$ cat src/rtl/lzd_norm_pipe.sv
`default_nettype none
// ============================================================================
// Module   : lzd_norm_pipe
// Purpose  : Three-stage valid/ready pipeline that takes a WIDTH-bit word
//            (optionally two's complement), forms its sign and magnitude,
//            counts the magnitude's leading zeros and left-justifies the
//            magnitude so its MSB is 1. Feeds the exponent/mantissa packer.
// Ports    : clk        - clock, all state updates on the rising edge
//            rst        - synchronous active-high reset
//            in_valid   - input word present
//            in_ready   - block accepts a word this cycle
//            in_data    - input word [WIDTH-1:0]
//            out_valid  - result present
//            out_ready  - downstream accepts the result
//            out_sign   - sign of the input (0 when SIGNED=0)
//            out_lzd    - leading zeros of the magnitude, 0..WIDTH [CW-1:0]
//            out_zero   - magnitude is zero
//            out_norm   - magnitude << out_lzd, 0 when out_zero
// Revision : 1.0 - initial release
// ============================================================================
module lzd_norm_pipe #(
    parameter int WIDTH  = 32,
    parameter bit SIGNED = 1'b1,
    localparam int CW    = $clog2(WIDTH) + 1
) (
    input  logic             clk,
    input  logic             rst,
    input  logic             in_valid,
    output logic             in_ready,
    input  logic [WIDTH-1:0] in_data,
    output logic             out_valid,
    input  logic             out_ready,
    output logic             out_sign,
    output logic [CW-1:0]    out_lzd,
    output logic             out_zero,
    output logic [WIDTH-1:0] out_norm
);

    // Count tree geometry: 4-bit leaves, halving levels up to the root.
    localparam int c_NLEAF = WIDTH / 4;
    localparam int c_NLVL  = $clog2(c_NLEAF);
    localparam logic [WIDTH-1:0] c_ONE = {{(WIDTH-1){1'b0}}, 1'b1};

    generate
        if ((WIDTH < 8) || (WIDTH > 64) || ((WIDTH & (WIDTH - 1)) != 0)) begin : g_bad_width
            $error("lzd_norm_pipe: WIDTH must be a power of 2 in 8..64");
        end
    endgenerate

    // ------------------------------------------------------------------
    // Handshake. Each stage loads when it is empty or its successor loads.
    // in_ready is therefore a combinational function of out_ready through
    // three stages of valid bits: downstream logic must budget for the
    // out_ready -> in_ready path when closing timing.
    // ------------------------------------------------------------------
    logic w_ld1;
    logic w_ld2;
    logic w_ld3;

    logic             r_v1;
    logic             r_sign1;
    logic [WIDTH-1:0] r_mag1;

    logic             r_v2;
    logic             r_sign2;
    logic [WIDTH-1:0] r_mag2;
    logic [CW-1:0]    r_lzd2;
    logic             r_zero2;

    logic             r_v3;
    logic             r_sign3;
    logic [CW-1:0]    r_lzd3;
    logic             r_zero3;
    logic [WIDTH-1:0] r_norm3;

    assign w_ld3    = !r_v3 || out_ready;
    assign w_ld2    = !r_v2 || w_ld3;
    assign w_ld1    = !r_v1 || w_ld2;
    assign in_ready = w_ld1;

    // ------------------------------------------------------------------
    // S1: sign / magnitude. The most negative input negates to itself,
    // which read as unsigned is exactly 2^(WIDTH-1) -- the right magnitude.
    // ------------------------------------------------------------------
    logic             w_in_sign;
    logic [WIDTH-1:0] w_in_mag;

    assign w_in_sign = (SIGNED != 1'b0) ? in_data[WIDTH-1] : 1'b0;
    assign w_in_mag  = w_in_sign ? (~in_data + c_ONE) : in_data;

    always_ff @(posedge clk) begin
        if (rst) begin
            r_v1    <= 1'b0;
            r_sign1 <= 1'b0;
            r_mag1  <= '0;
        end else if (w_ld1) begin
            r_v1 <= in_valid;
            if (in_valid) begin
                r_sign1 <= w_in_sign;
                r_mag1  <= w_in_mag;
            end
        end
    end

    // ------------------------------------------------------------------
    // S2: leading-zero count. Leaves count within 4-bit nibbles; each
    // level merges pairs (2j+1 is the more significant half): if the upper
    // half is all zero the count is half-size plus the lower count,
    // otherwise the upper count. Entries are rewritten in place from low
    // index upward, so every read precedes the overwrite of that slot.
    // An all-zero word naturally yields WIDTH.
    // ------------------------------------------------------------------
    logic [CW-1:0] w_cnt [c_NLEAF];
    logic          w_z   [c_NLEAF];

    always_comb begin
        for (int i = 0; i < c_NLEAF; i++) begin
            w_z[i] = (r_mag1[4*i +: 4] == 4'b0000);
            casez (r_mag1[4*i +: 4])
                4'b1???: w_cnt[i] = CW'(0);
                4'b01??: w_cnt[i] = CW'(1);
                4'b001?: w_cnt[i] = CW'(2);
                4'b0001: w_cnt[i] = CW'(3);
                default: w_cnt[i] = CW'(4);
            endcase
        end
        for (int l = 1; l <= c_NLVL; l++) begin
            for (int j = 0; j < c_NLEAF / 2; j++) begin
                if (j < (c_NLEAF >> l)) begin
                    if (w_z[2*j+1]) begin
                        w_cnt[j] = CW'(4 << (l - 1)) + w_cnt[2*j];
                    end else begin
                        w_cnt[j] = w_cnt[2*j+1];
                    end
                    w_z[j] = w_z[2*j+1] & w_z[2*j];
                end
            end
        end
    end

    always_ff @(posedge clk) begin
        if (rst) begin
            r_v2    <= 1'b0;
            r_sign2 <= 1'b0;
            r_mag2  <= '0;
            r_lzd2  <= '0;
            r_zero2 <= 1'b0;
        end else if (w_ld2) begin
            r_v2 <= r_v1;
            if (r_v1) begin
                r_sign2 <= r_sign1;
                r_mag2  <= r_mag1;
                r_lzd2  <= w_cnt[0];
                r_zero2 <= w_z[0];
            end
        end
    end

    // ------------------------------------------------------------------
    // S3: normalise. A shift by WIDTH (zero input) leaves all zeros.
    // ------------------------------------------------------------------
    logic [WIDTH-1:0] w_norm;

    assign w_norm = r_mag2 << r_lzd2;

    always_ff @(posedge clk) begin
        if (rst) begin
            r_v3    <= 1'b0;
            r_sign3 <= 1'b0;
            r_lzd3  <= '0;
            r_zero3 <= 1'b0;
            r_norm3 <= '0;
        end else if (w_ld3) begin
            r_v3 <= r_v2;
            if (r_v2) begin
                r_sign3 <= r_sign2;
                r_lzd3  <= r_lzd2;
                r_zero3 <= r_zero2;
                r_norm3 <= w_norm;
            end
        end
    end

    assign out_valid = r_v3;
    assign out_sign  = r_sign3;
    assign out_lzd   = r_lzd3;
    assign out_zero  = r_zero3;
    assign out_norm  = r_norm3;

endmodule
`default_nettype wire
$ cat config.mk
export PLATFORM = sky130hd
export DESIGN_NAME = lzd_norm_pipe
export DESIGN_NICKNAME = d
export VERILOG_FILES = /design/src/rtl/lzd_norm_pipe.sv
export SDC_FILE = /design/constraint.sdc
export NUM_CORES = 1
export LEC_CHECK = 0
export ABC_AREA = 1
export BUFFER_PORTS_ARGS = -buffer_cell sky130_fd_sc_hd__buf_2
export CAP_MARGIN = 20
export CORE_ASPECT_RATIO = 1.2
export CORE_MARGIN = 2
export CORE_UTILIZATION = 50
export CTS_CLUSTER_DIAMETER = 100
export DETAILED_ROUTE_END_ITERATION = 8
export PLACE_DENSITY = 0.7
export SLEW_MARGIN = 20
export SYNTH_ARGS = -nofsm -noshare
export SYNTH_HDL_FRONTEND = slang
export SYNTH_SLANG_ARGS = --single-unit
$ cat constraint.sdc
create_clock -name clk -period 3.5 [get_ports clk]
set_input_delay 0 -clock clk [delete_from_list [all_inputs] [get_ports clk]]
set_output_delay 0 -clock clk [all_outputs]
set_load 0.01 [all_outputs]
Word-level counts from Yosys, hierarchy flattened --
Cells that the tools add are included.
Cells by class: $add $sub $neg 8, eq/ne operators 24, shift operators 1, multiplexer cells 16, bitwise logic cells 8, reductions and logical operators 17
Operators with widths (count):
- $pmux W3 S4 | 8
- $mux W6 | 7
- $add A32 B1 Y32 const B | 1
- $eq A4 B1 Y1 const B | 8
- $logic_not A4 Y1 | 8
- $mux W32 | 1
- $not A32 Y32 | 1
- $shl A32 B6 Y32 | 1
- $add A3 B6 Y6 const A | 4
- $eq A3 B1 Y1 const B | 8
- $eq A2 B1 Y1 const B | 8
- $add A4 B6 Y6 const A | 2
- $and A1 B1 Y1 | 7
- $add A5 B6 Y6 const A | 1
- $reduce_and A2 Y1 | 3
- $logic_not A1 Y1 | 3
- $logic_or A1 B1 Y1 | 3
Word-level totals: bits in registers 116, input port bits 36, output and inout port bits 42, logic and storage cells 87

Longest topological paths before layout --
Gate-level depths: netlist (run 1).
depth in word-level cells 8, gate-level depth with buffers 13, gate-level depth less buffers 12

Least setup slack after synthesis (run 1) --
OpenSTA, ideal clock, no wires.
path type flip-flop to flip-flop, start register r_v3 (netlist: out_valid), end register r_mag1[1], setup time 0.126 ns, arrival time 1.207 ns, slack 2.167 ns, stages on the path, launching flop included 9, period minus slack after synthesis 1.333 ns, cells stage by stage dfxtp_1 > nand2_2 > nor2_2 > nand2_2 > nand2_2 > inv_2 > buf_2 > o21ai_0 > a31oi_1
Between the ends: cells in the longest elaborated chain, start to end 5
Ends and longest elaborated chain:
- start, declared | RTL line 70 | logic r_v3;
- start signal, assigned | RTL line 174 | r_v3 <= r_v2;
- $logic_not A1 Y1 | RTL line 76 | assign w_ld3 = !r_v3 || out_ready;
- $logic_or A1 B1 Y1 | RTL line 76
- $logic_or A1 B1 Y1 | RTL line 77 | assign w_ld2 = !r_v2 || w_ld3;
- $logic_or A1 B1 Y1 | RTL line 78 | assign w_ld1 = !r_v1 || w_ld2;
- via in_ready | RTL line 29 | output logic in_ready,
- $reduce_and A2 Y1 (no source line)
- end signal, assigned | RTL line 100 | r_mag1 <= w_in_mag;
- end, declared | RTL line 62 | logic [WIDTH-1:0] r_mag1;
The timed path passes the listed nets, and every way through them passes these cells. A chain may end at the register's enable or synchronous reset.

Worst setup path after layout (run 1) --
start register r_v3 (netlist: out_valid), end register r_norm3[2] (netlist: out_norm[2])
Between the ends: cells in the longest elaborated chain, start to end 3
Ends and longest elaborated chain:
- $logic_not A1 Y1 | RTL line 76
- $logic_or A1 B1 Y1 | RTL line 76
- $reduce_and A2 Y1 (no source line)
- end signal, assigned | RTL line 179 | r_norm3 <= w_norm;
- end, declared | RTL line 74 | logic [WIDTH-1:0] r_norm3;
No other way between the ends.

==> run summary, run 1 <==
The run finished with clean final reports. The number of buffers inserted by post-CTS setup repair is 0. The share of layout cells above drive strength 1 is 0.1272. The ratio of final minimum period to clock period came out at 0.5555. Across the run, the number of max-cap violations was 0. The post-CTS resize count came out at 0. The final max-slew violation count came to 0.

The count of final setup violators is 0. The count of different cell masters after synthesis came out at 36. In this run the static leakage power is 3.739 nW. The clock buffer count from CTS is 17. The worst-case vdd ir drop is 0.3947 mV. The area growth from synthesis to layout came out at 17.96%. The worst-path maximum fanout is 35.

The area of combinational cells with multiple inputs came out at 0.003860 mm^2. The routed layout has 7419 vias. The net count of the mapped netlist came out at 1125. The share of synthesized area in the top cell type comes to 0.3368. The warning count from the yosys run came out at 0. Of the total power, the share spent switching nets is 0.2776.

The maximum buffer depth of the clock tree came out at 2. The mean instance size in the synthesized netlist is 6.338 um^2. The arrival time reported for the critical path endpoint came out at 2230 ps. The HPWL after detailed placement is 13.96 mm.

Power spread over the standard cell area amounts to 490.3 mW/mm^2. The register area came out at 0.002322 mm^2. The number of flops mapped to enable cells by yosys came out at 0. The fraction of registers with async set or reset after synthesis came out at 0. The number of antenna repair diodes is 0. The starting utilization of the core area is 0.5054.

The power share of the sequential group came out at 0.363. The pre-antenna-repair detailed-routing pass consisted of 5 iterations. Measured on the finished design, the core utilization comes to 0.5962.

For the pin with the worst max-slew slack, the measured transition is 824.9 ps. The vertical die dimension came out at 132.6 um. The number of top-level design ports is 78. Setup repair after global routing left no endpoint under its margin. The count of cells in the finished layout, fillers not included, comes to 1342. By count the netlist is led by sky130_fd_sc_hd__nand2_1 (247), sky130_fd_sc_hd__nand3_1 (224), sky130_fd_sc_hd__dfxtp_1 (116).

The later pin in the worst-skew pair is clocked with a latency of 420 ps. The global-route usage over all layers is 0.2683. The global-route wire length before repair came out at 32.44 mm. Once detail routing completed, the nets flagged for antenna violations numbered 0. The cell count after synthesis came out at 1088. The instance count after placement with tap cells included is 1282. The final weighted congestion in routability-driven placement is 0.9406. The buffer cell driving the clock tree root is sky130_fd_sc_hd__clkbuf_16. The horizontal extent of the die came out at 111.2 um.

The routing usage on met3 is 0.05268. The core region area is 0.01364 mm^2. The power spent charging and discharging nets is 1.107 mW. Clock-pin slew was measured on the worst setup and hold paths at 60 ps.

The internal portion of total power is 2.881 mW. TritonCTS built the clock tree. The detailed router finished its first iteration with 560 violations. STA classifies the critical path endpoint as a flip-flop. The fill cell total of the finished layout is 1338. The detail-routed net length per standard cell is 14.79 um. The met1 layer usage reported by global route came out at 0.3244. The maximum number of pins on one net before global-route repair came out at 62. The tightest slew margin relative to the limit came out at 0.4492.

The final-stage net count came out at 1196. The post-route minimum period is 1944 ps. The via density per instance came out at 5.528. The count of buffers added on input and output ports is 77. Summed over all failing endpoints, the final setup total negative slack is 0 ps. The proportion of synthesized chip area in sequential cells is 0.3368. STA puts the critical path data required time at 3780 ps. Of the total power, combinational logic draws 0.167. The hold buffer count at CTS is 29. On the final layout, the worst clock skew is 13.89 ps.

The worst setup path is of the reg -> reg kind. sky130_fd_sc_hd__dfxtp_1 takes more of the synthesized area than any other cell. The count of state elements after synthesis came out at 116. The most common cell in the synthesized netlist is sky130_fd_sc_hd__nand2_1. The total wire length came out at 19.84 mm. Of the total power, the clock network draws 0.470.

The die outline area came out at 0.01475 mm^2. The number of global-route vias before repair came out at 6798. For this run, global-route usage on met2 was measured as 0.4472. Timing would allow up to 514.4 MHz. The number of endpoints with negative hold slack in the final report is 0. The total overflow left after global routing is 0. The reg-to-reg setup timing slack is 1560 ps.

The cell area after technology mapping is 0.006895 mm^2. The initial antenna violation count is 0. The number of core rows is 47.

The type of element launching the critical path is a flip-flop. Ranked by total cell area, the synthesized netlist is headed by sky130_fd_sc_hd__dfxtp_1 (34%), sky130_fd_sc_hd__nand3_1 (16%), sky130_fd_sc_hd__nand2_1 (13%), sky130_fd_sc_hd__a21oi_1 (7.2%), sky130_fd_sc_hd__o21ai_0 (5.6%). The global routing stage identified its most utilized layer as met2. The number of H-tree branching levels is 4. In this run the worst hold path is classified as in -> reg.

The remaining routing DRC violations is 0. Counting every sink on the clock net gives 116. Among all flip-flop cells after synthesis, the most frequent one is sky130_fd_sc_hd__dfxtp_1.
[metal layers]
layer  part of all wire  up-vias
met1               0.43     3306
met2               0.48      269
met4              0.044        0
met5                  0        -
li1                   -     3785
met3              0.049       59
[state kept, by name, indices dropped and copies added, names as in the netlist]
register / count
r_sign2: 1
r_zero2: 1
out_lzd: 6
r_mag2: 32
r_lzd2: 6
out_sign: 1
r_v1: 1
out_norm: 32
r_sign1: 1
out_zero: 1
r_mag1: 32
r_v2: 1
out_valid: 1
[layout make-up]
type | count | area share
clock buffers | 23 | 0.05999
clock inverters | 8 | 0.01815
inverters | 96 | 0.04507
multi-input cells | 814 | 0.4745
flip-flops and latches | 116 | 0.2855
well taps | 171 | 0.02630
repair buffers | 114 | 0.09045
[stage by stage]
| step | hold slack, ps | total power [mW] | instance area [um^2] | worst slack [ps] |
|---|---|---|---|---|
| 4_1_cts | 1.399 | 3.998 | 8134 | 1551 |
| 6_report | 21.54 | 3.988 | 8134 | 1556 |
| 3_5_place_dp | 305.4 | 2.099 | 7208 | 1570 |
| 3_3_place_gp | 300.2 | 2.096 | 7208 | 1589 |
| 5_1_grt | 44.80 | 4.144 | 8134 | 1381 |
| 2_1_floorplan | 149.5 | 1.941 | 6895 | 2167 |
[critical path: stages, from the launching register on]
cell and delay [ps]:
sky130_fd_sc_hd__dfxtp_1 330, sky130_fd_sc_hd__nand2_2 90, sky130_fd_sc_hd__nand2_4 290, sky130_fd_sc_hd__clkinv_2 290, sky130_fd_sc_hd__nand2_4 150, sky130_fd_sc_hd__nor2_2 40
sky130_fd_sc_hd__buf_4 230, sky130_fd_sc_hd__a22oi_1 290, sky130_fd_sc_hd__nor2_1 70
[layout by cell type (no fill, tap or decap), drive strengths merged]
cell         count
a21oi           99
dlygate4sd3     29
nor2            91
a22oi            7
dfxtp          116
xor2             9
nand3          226
o221ai           2
xnor2            2
ha               1
nand3b           1
o21ai           85
clkbuf          23
bufinv           4
o21bai           2
nand2          257
a21o             1
inv             95
clkinv           5
nand4           15
o211ai           6
nor3             4
buf             85
a31oi            6
[path summary, 6_finish.rpt]
check / cells after the start / to / startpoint
min: 5 / r_mag1[24] / in_data[24]
min reg2reg: 2 / out_norm[20] / out_norm[20]
max: 8 / out_norm[2] / out_valid
max reg2reg: 8 / out_norm[2] / out_valid
[cell families after synthesis]
group,share of synthesized area
adder cells (fa/ha/maj),0.001814
XOR/XNOR,0.01397
AO/OA/AOI/OAI,0.1606
buffers and inverters,0.1034
AND/OR/NAND/NOR,0.3834
flip-flops,0.3368
[power groups by stage]
stage	Sequential [mW]	Combinational [mW]	Clock (mW)
after floorplan	1.47	0.474	0
after global placement	1.47	0.622	0
after global routing	1.46	0.746	1.94
after detailed placement	1.47	0.624	0
final	1.45	0.664	1.88
after CTS	1.45	0.655	1.90
(Power assumes the default switching activity.)
==> run 2: changes to the inputs <==
Settings changed: ABC_AREA 1 to 0.
Clock period 3.5 ns to 1.9 ns, I/O delays scaled along.
==> run 2 against run 1 <==
Net effect: first-iteration DRC count shrank 30%; flip-flop and latch count is the same; cell area grew 9.6%; non-clock buffer count grew 109; register-to-register slack lost 1600 ps; count of clock-buffer cells in the layout shrank 2; worst hold slack lost 4.8 ps; synthesized cell count shrank 27%; global-route usage grew 1.7 points; wire length shrank 0.61%; utilization grew 11 points; the run now ends with setup timing left.
==> run summary, run 2 <==
The ratio of final minimum period to clock period came out at 1.020 (was 0.5555). The dominant register cell in the synthesized netlist is sky130_fd_sc_hd__dfxtp_1 (unchanged). The fraction of registers with async set or reset after synthesis is 0 (unchanged). The detail-routed net length per standard cell is 17.10 um (was 14.79 um). The most common cell in the synthesized netlist was sky130_fd_sc_hd__nand2_1 (unchanged). The post-route minimum period came out at 1939 ps (was 1944 ps). Cell-by-cell listing of the critical path: buf_12 > buf_4 > nor2_2 > buf_4 > nand2_1 > mux2_2 > o21ai_1 > a22oi_1 > a211oi_1 (was nand2_2 > nand2_4 > clkinv_2 > nand2_4 > nor2_2 > buf_4 > a22oi_1 > nor2_1). The endpoint class of the critical path is a flip-flop (unchanged). The tightest slew margin relative to the limit came out at 0.5188 (was 0.4492). The maximum buffer depth of the clock tree came to 2 (unchanged). The area growth from synthesis to layout came to 37.92% (was 17.96%).

The power spent charging and discharging nets is 1.829 mW (was 1.107 mW). The number of instances in the synthesized netlist came to 797 (was 1088). The number of endpoints with negative hold slack in the final report is 0 (unchanged).

The worst hold-check path type is in -> reg (unchanged). The total of buffers placed on input and output ports came out at 77 (unchanged). The highest-delay cell along the critical path is sky130_fd_sc_hd__dfxtp_4 (was sky130_fd_sc_hd__dfxtp_1). The achievable frequency is 515.8 MHz (was 514.4 MHz).

The checks that failed: setup timing. Setup repair after global routing missed its margin: true (was false). The most frequent cell on the critical path is sky130_fd_sc_hd__buf_4 (was sky130_fd_sc_hd__nand2_4). The proportion of synthesized chip area in sequential cells is 0.3593 (was 0.3368). The HPWL after detailed placement is 14.39 mm (was 13.96 mm). The number of top-level design ports came out at 78 (unchanged). The share of layout cells above drive strength 1 is 0.3316 (was 0.1272). The global-route usage over all layers came out at 0.2854 (was 0.2683). The count of final setup violators came out at 3 (was 0). The number of search-and-repair iterations in the first detailed-routing pass is 5 (unchanged).

The total global routing overflow is 0 (unchanged). The worst-path maximum fanout came out at 9 (was 35). The total negative slack for setup checks was -55.09 ps (was 0 ps).

The vertical die dimension came out at 128.6 um (was 132.6 um). The switching power as a share of total power is 0.2767 (was 0.2776). The final-stage net count is 1015 (was 1196). The buffer cell driving the clock tree root is sky130_fd_sc_hd__clkbuf_16 (unchanged).

The count of maximum capacitance violations is 0 (unchanged). The cell area after technology mapping is 0.006464 mm^2 (was 0.006895 mm^2). The final max-slew violation count is 0 (unchanged). The top cell type's share of synthesized area came to 0.3593 (was 0.3368). The number of buffers and inverters on the critical path came out at 3 (was 2). The share of the core filled with cells was 0.7068 (was 0.5962). The clock input transition at the sequential cells of the worst setup and hold paths is 60 ps (about the same).

The core region area is 0.01261 mm^2 (was 0.01364 mm^2). The insertion delay of the later-clocked pin in the worst-skew pair is 410 ps (was 420 ps). The number of core rows came to 45 (was 47). The number of flops mapped to enable cells by yosys is 0 (unchanged). The count of state elements after synthesis is 116 (unchanged). The die outline area is 0.01386 mm^2 (was 0.01475 mm^2). The worst-case vdd ir drop came out at 0.5761 mV (was 0.3947 mV). The area of placed instances came to 0.007856 mm^2 (was 0.007208 mm^2). The arrival time reported for the critical path endpoint came out at 2250 ps (was 2230 ps).

The TritonCTS clock tree was built (unchanged). The number of DRC markers in iteration 0 was 390 (was 560). The area of all placed cells without fillers is 0.008915 mm^2 (was 0.008134 mm^2). The initial antenna violation count came out at 0 (unchanged). Synth top area cells: sky130_fd_sc_hd__dfxtp_1 (36%), sky130_fd_sc_hd__nand2_1 (7.6%), sky130_fd_sc_hd__mux2i_1 (6.2%), sky130_fd_sc_hd__a21oi_1 (5.8%), sky130_fd_sc_hd__nor2_1 (4.9%) (was sky130_fd_sc_hd__dfxtp_1 (34%), sky130_fd_sc_hd__nand3_1 (16%), sky130_fd_sc_hd__nand2_1 (13%), sky130_fd_sc_hd__a21oi_1 (7.2%), sky130_fd_sc_hd__o21ai_0 (5.6%)). The remaining routing DRC violations is 0 (unchanged). The internal portion of total power came out at 4.781 mW (was 2.881 mW). The combinational share of power came out at 0.181 (was 0.167). Most used standard cells in the synthesized netlist: sky130_fd_sc_hd__nand2_1 (131), sky130_fd_sc_hd__dfxtp_1 (116), sky130_fd_sc_hd__nor2_1 (85) (was sky130_fd_sc_hd__nand2_1 (247), sky130_fd_sc_hd__nand3_1 (224), sky130_fd_sc_hd__dfxtp_1 (116)). The category of the most critical setup path is reg -> reg (unchanged). The worst hold slack across all endpoints is 16.71 ps (was 21.54 ps). The top cell type by total area after synthesis was sky130_fd_sc_hd__dfxtp_1 (unchanged).

The clock buffer count from CTS came to 17 (unchanged). The number of global-route vias before repair came out at 6588 (was 6798). The worst setup skew after layout is 9.618 ps (was 13.89 ps). The number of clock sinks is 116 (unchanged). Top library cells by usage in the layout, fill and taps aside: sky130_fd_sc_hd__nand2_1 (129), sky130_fd_sc_hd__buf_4 (114), sky130_fd_sc_hd__dfxtp_1 (113), sky130_fd_sc_hd__nor2_1 (80), sky130_fd_sc_hd__buf_2 (76) (was sky130_fd_sc_hd__nand2_1 (247), sky130_fd_sc_hd__nand3_1 (224), sky130_fd_sc_hd__dfxtp_1 (116), sky130_fd_sc_hd__a21oi_1 (99), sky130_fd_sc_hd__inv_1 (86)). The clock group share of total power came out at 0.421 (was 0.470).

The kind of cell adding the most delay to the critical path is buffers and inverters (was simple AND/OR/NAND/NOR gates). The count of different cell masters after synthesis came out at 57 (was 36). The number of H-tree branching levels is 4 (unchanged). The commonest non-fill, non-tap cell in the layout is sky130_fd_sc_hd__nand2_1 (unchanged). The horizontal extent of the die came to 107.8 um (was 111.2 um). The maximum number of pins on one net before global-route repair is 70 (was 62). The power share of the sequential group came out at 0.398 (was 0.363). The number of antenna repair diodes is 0 (unchanged).

The power per standard cell area came out at 741.5 mW/mm^2 (was 490.3 mW/mm^2). The critical path data required time is 2210 ps (was 3780 ps). The total wire length is 19.72 mm (was 19.84 mm). The type of element launching the critical path is a flip-flop (unchanged).

The least setup slack across all paths after layout came to -38.65 ps (was 1556 ps). The count of vias placed by the detailed router came to 6634 (was 7419). The peak per-stage delay on the critical path was 380 ps (was 330 ps). The slew of the pin with the lowest slew margin is 721.8 ps (was 824.9 ps). The net count of the mapped netlist came out at 834 (was 1125).

Status: finished, violations left (was complete, no violations). The cell leakage power was 3.465 nW (was 3.739 nW). The global-route wire length before repair came out at 31.55 mm (was 32.44 mm).

The starting utilization of the core area came to 0.5125 (was 0.5054). The final weighted congestion in routability-driven placement came out at 0.9316 (was 0.9406). The warning count from the yosys run is 0 (unchanged). The via density per instance came to 5.754 (was 5.528). The post-route antenna net violation count came to 0 (unchanged).

The mean instance size in the synthesized netlist came out at 8.110 um^2 (was 6.338 um^2).
## run 2: kinds of logic after synthesis
kind of cell | synth area share
xor+xnor | 0.03794
simple gates | 0.2027
mux | 0.1421
compound gates | 0.2139
flops | 0.3593
fa+ha+maj | 0.001935
buf+inv | 0.04220
## run 2: worst register-to-register path: cells and delay by family, from the launching register on
kind	cells	cell delay, ps
buf+inv	3	470
simple gates	2	200
compound gates	3	460
flops	1	380
mux	1	320
## run 2: stage by stage
stage	power, mW	std cells	setup slack (ps)
2_1_floorplan	3.262	797	31.73
3_3_place_gp	3.701	1099	-121.4
3_5_place_dp	3.730	1099	-166.8
4_1_cts	6.530	1149	-1.577
5_1_grt	6.855	1153	-94.03
6_report	6.611	1153	-38.65
## run 2: layer usage
metal	vias to the layer above	GRT usage	share of wire
met5	-	0	0
met4	0	0.1395	0.043
met3	48	0.03951	0.033
met2	190	0.5309	0.52
met1	3140	0.3154	0.40
li1	3256	-	-
## run 2: area by class of cell
class / instances / area, um^2
timing repair buffer: 223 / 1668
tap: 164 / 205.2
clock inverter: 9 / 60.06
fill: 1005 / 3697
inverter: 10 / 37.54
sequential: 116 / 2333
multi-input combinational: 610 / 4160
clock buffer: 21 / 450.4
## run 2: what timing repair did
item,4_1_cts,5_1_grt
pin swaps,4,15
hold buffers,18,0
setup endpoints to repair,22,35
buffers inserted,2,5
resized for setup,21,52
endpoints found under the hold margin,19,0
cloned,0,0
## run 2: power groups by stage
stage | logic (mW) | registers (mW) | clock network [mW]
floorplan | 0.608 | 2.65 | 0
global placement | 1.03 | 2.67 | 0
detailed placement | 1.05 | 2.68 | 0
CTS | 1.11 | 2.62 | 2.79
global route | 1.29 | 2.64 | 2.92
finish | 1.19 | 2.63 | 2.79
## run 2: final timing paths
path                             startpoint            to  slack (ps)  depth (start not counted)
worst max-delay path              r_lzd2[1]  out_norm[20]         -40                          9
worst min-delay path            in_data[16]    r_mag1[16]          20                          3
worst max register to register    r_lzd2[1]  out_norm[20]         -40                          9
worst min register to register   out_lzd[5]    out_lzd[5]         450                          2
==> run 3: changes to the inputs <==
Clock period 1.9 ns to 2 ns, I/O delays scaled along.
==> run 3 against run 2 <==
Net effect: the flow now finishes without violations; non-clock buffer count down 46; cell area shrank 4.4%; power is essentially flat; clock power increased by 11%; critical path depth shrank 1; wire length shrank 2.2%; worst setup slack better by 94 ps; worst hold slack got worse by 14 ps; utilization is 3.1 points lower; clock skew grew 6.8 ps; sequential power decreased by 5%; final cell count shrank 3.8%; largest cell class unchanged.
==> run summary, run 3 (synthesis gave the netlist of run 2 again) <==
The number of search-and-repair iterations in the first detailed-routing pass is 5 (unchanged). The share of the core filled with cells came to 0.6757 (was 0.7068). The critical path data required time came out at 2330 ps (was 2210 ps). The number of H-tree branching levels was 4 (unchanged).

The insertion delay of the later-clocked pin in the worst-skew pair came out at 420 ps (was 410 ps). The kind of cell adding the most delay to the critical path was simple AND/OR/NAND/NOR gates (was buffers and inverters). The most used routing layer in global routing is met2 (unchanged). The number of DRC markers in iteration 0 is 456 (was 390). The number of clock sinks came out at 116 (unchanged). The tightest slew margin relative to the limit came to 0.5882 (was 0.5188). The number of top-level design ports is 78 (unchanged). The fill cell total of the finished layout is 1040 (was 1005).

The final weighted congestion in routability-driven placement is 1.028 (was 0.9316). The share of layout cells above drive strength 1 is 0.2656 (was 0.3316). The horizontal extent of the die is 107.8 um (unchanged).

The global-route usage over all layers is 0.2818 (was 0.2854). The total global routing overflow was 0 (unchanged). The starting utilization of the core area came to 0.5125 (unchanged).

The remaining routing DRC violations came out at 0 (unchanged). The total of buffers placed on input and output ports came out at 77 (unchanged). The number of core rows came out at 45 (unchanged). Cell-by-cell listing of the critical path: dlygate4sd3_1 > buf_2 > or3_4 > nor4_2 > nand3_2 > o41a_1 > xnor2_1 > a211oi_1 (was buf_12 > buf_4 > nor2_2 > buf_4 > nand2_1 > mux2_2 > o21ai_1 > a22oi_1 > a211oi_1). The die outline area came out at 0.01386 mm^2 (unchanged). The commonest non-fill, non-tap cell in the layout was sky130_fd_sc_hd__nand2_1 (unchanged). The peak per-stage delay on the critical path is 550 ps (was 380 ps). The detail-routed net length per standard cell came out at 17.38 um (was 17.10 um). The maximum buffer depth of the clock tree is 2 (unchanged). Based on the critical path, the design can be clocked at up to 514.3 MHz. The count of final setup violators is 0 (was 3).

The vertical die dimension is 128.6 um (unchanged). The type of element launching the critical path is an input port (was flip-flop). The worst hold-check path type is in -> reg (unchanged). The number of endpoints with negative hold slack in the final report is 0 (unchanged).

The number of buffers and inverters on the critical path is 2 (was 3). The cell leakage power was 3.244 nW (was 3.465 nW). The number of antenna repair diodes is 0 (unchanged).

The number of buffers inserted by post-CTS setup repair came out at 0 (was 2). The count of vias placed by the detailed router came to 6436 (was 6634). The clock input transition at the sequential cells of the worst setup and hold paths came out at 60 ps (about the same).

The post-route minimum period is 1944 ps. The slew of the pin with the lowest slew margin was 617.7 ps (was 721.8 ps). Top library cells by usage in the layout, fill and taps aside: sky130_fd_sc_hd__nand2_1 (131), sky130_fd_sc_hd__dfxtp_1 (113), sky130_fd_sc_hd__nor2_1 (82), sky130_fd_sc_hd__buf_2 (76), sky130_fd_sc_hd__a21oi_1 (74) (was sky130_fd_sc_hd__nand2_1 (129), sky130_fd_sc_hd__buf_4 (114), sky130_fd_sc_hd__dfxtp_1 (113), sky130_fd_sc_hd__nor2_1 (80), sky130_fd_sc_hd__buf_2 (76)).

The clock buffer count from CTS is 17 (unchanged). The met1 layer usage reported by global route is 0.3259 (was 0.3154). The maximum number of pins on one net before global-route repair was 63 (was 70). Status: complete, no violations (was finished, violations left). The initial antenna violation count is 0 (unchanged). The endpoint class of the critical path is a flip-flop (unchanged). The area growth from synthesis to layout is 31.84% (was 37.92%).

The number of global-route vias before repair came to 6300 (was 6588). The category of the most critical setup path is in -> reg (was reg -> reg). The HPWL after detailed placement came out at 13.81 mm (was 14.39 mm).

The via density per instance came to 5.803 (was 5.754). The worst setup skew after layout came out at 16.45 ps (was 9.618 ps). The total wire length came out at 19.28 mm (was 19.72 mm). The met2 demand-to-capacity share in global routing is 0.4998 (was 0.5309). The final max-slew violation count came out at 0 (unchanged).

The worst hold slack across all endpoints came out at 3.001 ps (was 16.71 ps). In the finished design, the share of the clock period the worst path needs comes to 0.9722. The worst-path maximum fanout came to 6 (was 9). The global-route wire length before repair is 30.89 mm (was 31.55 mm). The routing usage on met3 is 0.04914 (was 0.03951). The worst-case vdd ir drop came out at 0.4646 mV (was 0.5761 mV). The highest-delay cell along the critical path is sky130_fd_sc_hd__dlygate4sd3_1 (was sky130_fd_sc_hd__dfxtp_4). The count of maximum capacitance violations is 0 (unchanged). The power per standard cell area came out at 775.7 mW/mm^2 (was 741.5 mW/mm^2).

The core region area is 0.01261 mm^2 (unchanged). The final-stage net count came out at 969 (was 1015). Setup repair after global routing missed its margin: true (unchanged). The TritonCTS clock tree is built (unchanged).

The buffer cell driving the clock tree root is sky130_fd_sc_hd__clkbuf_16 (unchanged). The post-route antenna net violation count is 0 (unchanged). The arrival time reported for the critical path endpoint came out at 2280 ps (was 2250 ps).
-- run 3: cell count changes in the layout (fill, tap and decap cells not counted), sizes merged --
| cell | change |
|---|---|
| clkinv | -3 |
| clkbuf | +2 |
| clkinvlp | -1 |
| dlygate4sd3 | +9 |
| inv | +2 |
| buf | -55 |
| bufinv | +2 |
-- run 3: worst min-delay path: stages --
cell	delay (ps)
sky130_fd_sc_hd__buf_2	110
sky130_fd_sc_hd__xor2_1	160
sky130_fd_sc_hd__a211oi_1	90
-- run 3: metal layers --
metal	up-vias	part of all wire
li1	3158	-
met1	3009	0.41
met2	223	0.52
met3	46	0.039
met4	0	0.037
met5	-	0
-- run 3: final timing paths --
| check | from | to | slack [ps] | depth (start not counted) |
|---|---|---|---|---|
| setup / recovery | in_data[15] | r_mag1[26] | 60 | 8 |
| hold / removal | in_data[18] | r_mag1[18] | 3 | 3 |
| setup reg to reg | r_lzd2[2] | out_norm[12] | 60 | 6 |
| hold reg to reg | out_lzd[4] | out_lzd[4] | 450 | 2 |
-- run 3: per-stage QoR --
step | setup WS, ps | setup TNS (ps) | cells | power, mW | instance area [um^2]
floorplan | 4.000 | 0 | 797 | 3.095 | 6465
global placement | -4.699 | -4.699 | 1050 | 3.434 | 7488
detailed placement | -108.4 | -287.8 | 1050 | 3.464 | 7488
CTS | 13.92 | 0 | 1109 | 6.572 | 8384
global route | -30.97 | -57.10 | 1109 | 6.835 | 8522
finish | 55.60 | 0 | 1109 | 6.610 | 8522
-- run 3: timing repair --
| item | CTS | global route |
|---|---|---|
| setup endpoints to repair | 5 | 27 |
| hold endpoints to repair | 28 | 0 |
| hold buffers | 27 | 0 |
| resized for setup | 4 | 31 |
| pin swaps | 1 | 8 |
-- run 3: layout make-up --
type | instances | area (um^2) | share of cell area
multi-input cells | 610 | 4029 | 0.4728
well taps | 164 | 205.2 | 0.02408
inverters | 10 | 37.54 | 0.004405
clock buffers | 23 | 488.0 | 0.05726
flip-flops and latches | 116 | 2333 | 0.2738
clock inverters | 9 | 118.9 | 0.01395
repair buffers | 177 | 1310 | 0.1537
-- run 3: power by group --
group          internal (mW)  total (mW)  switching (mW)
registers               2.40        2.51           0.112
clock network           1.98        3.10            1.12
logic                  0.467        1.00           0.534
total                   4.85        6.61            1.76
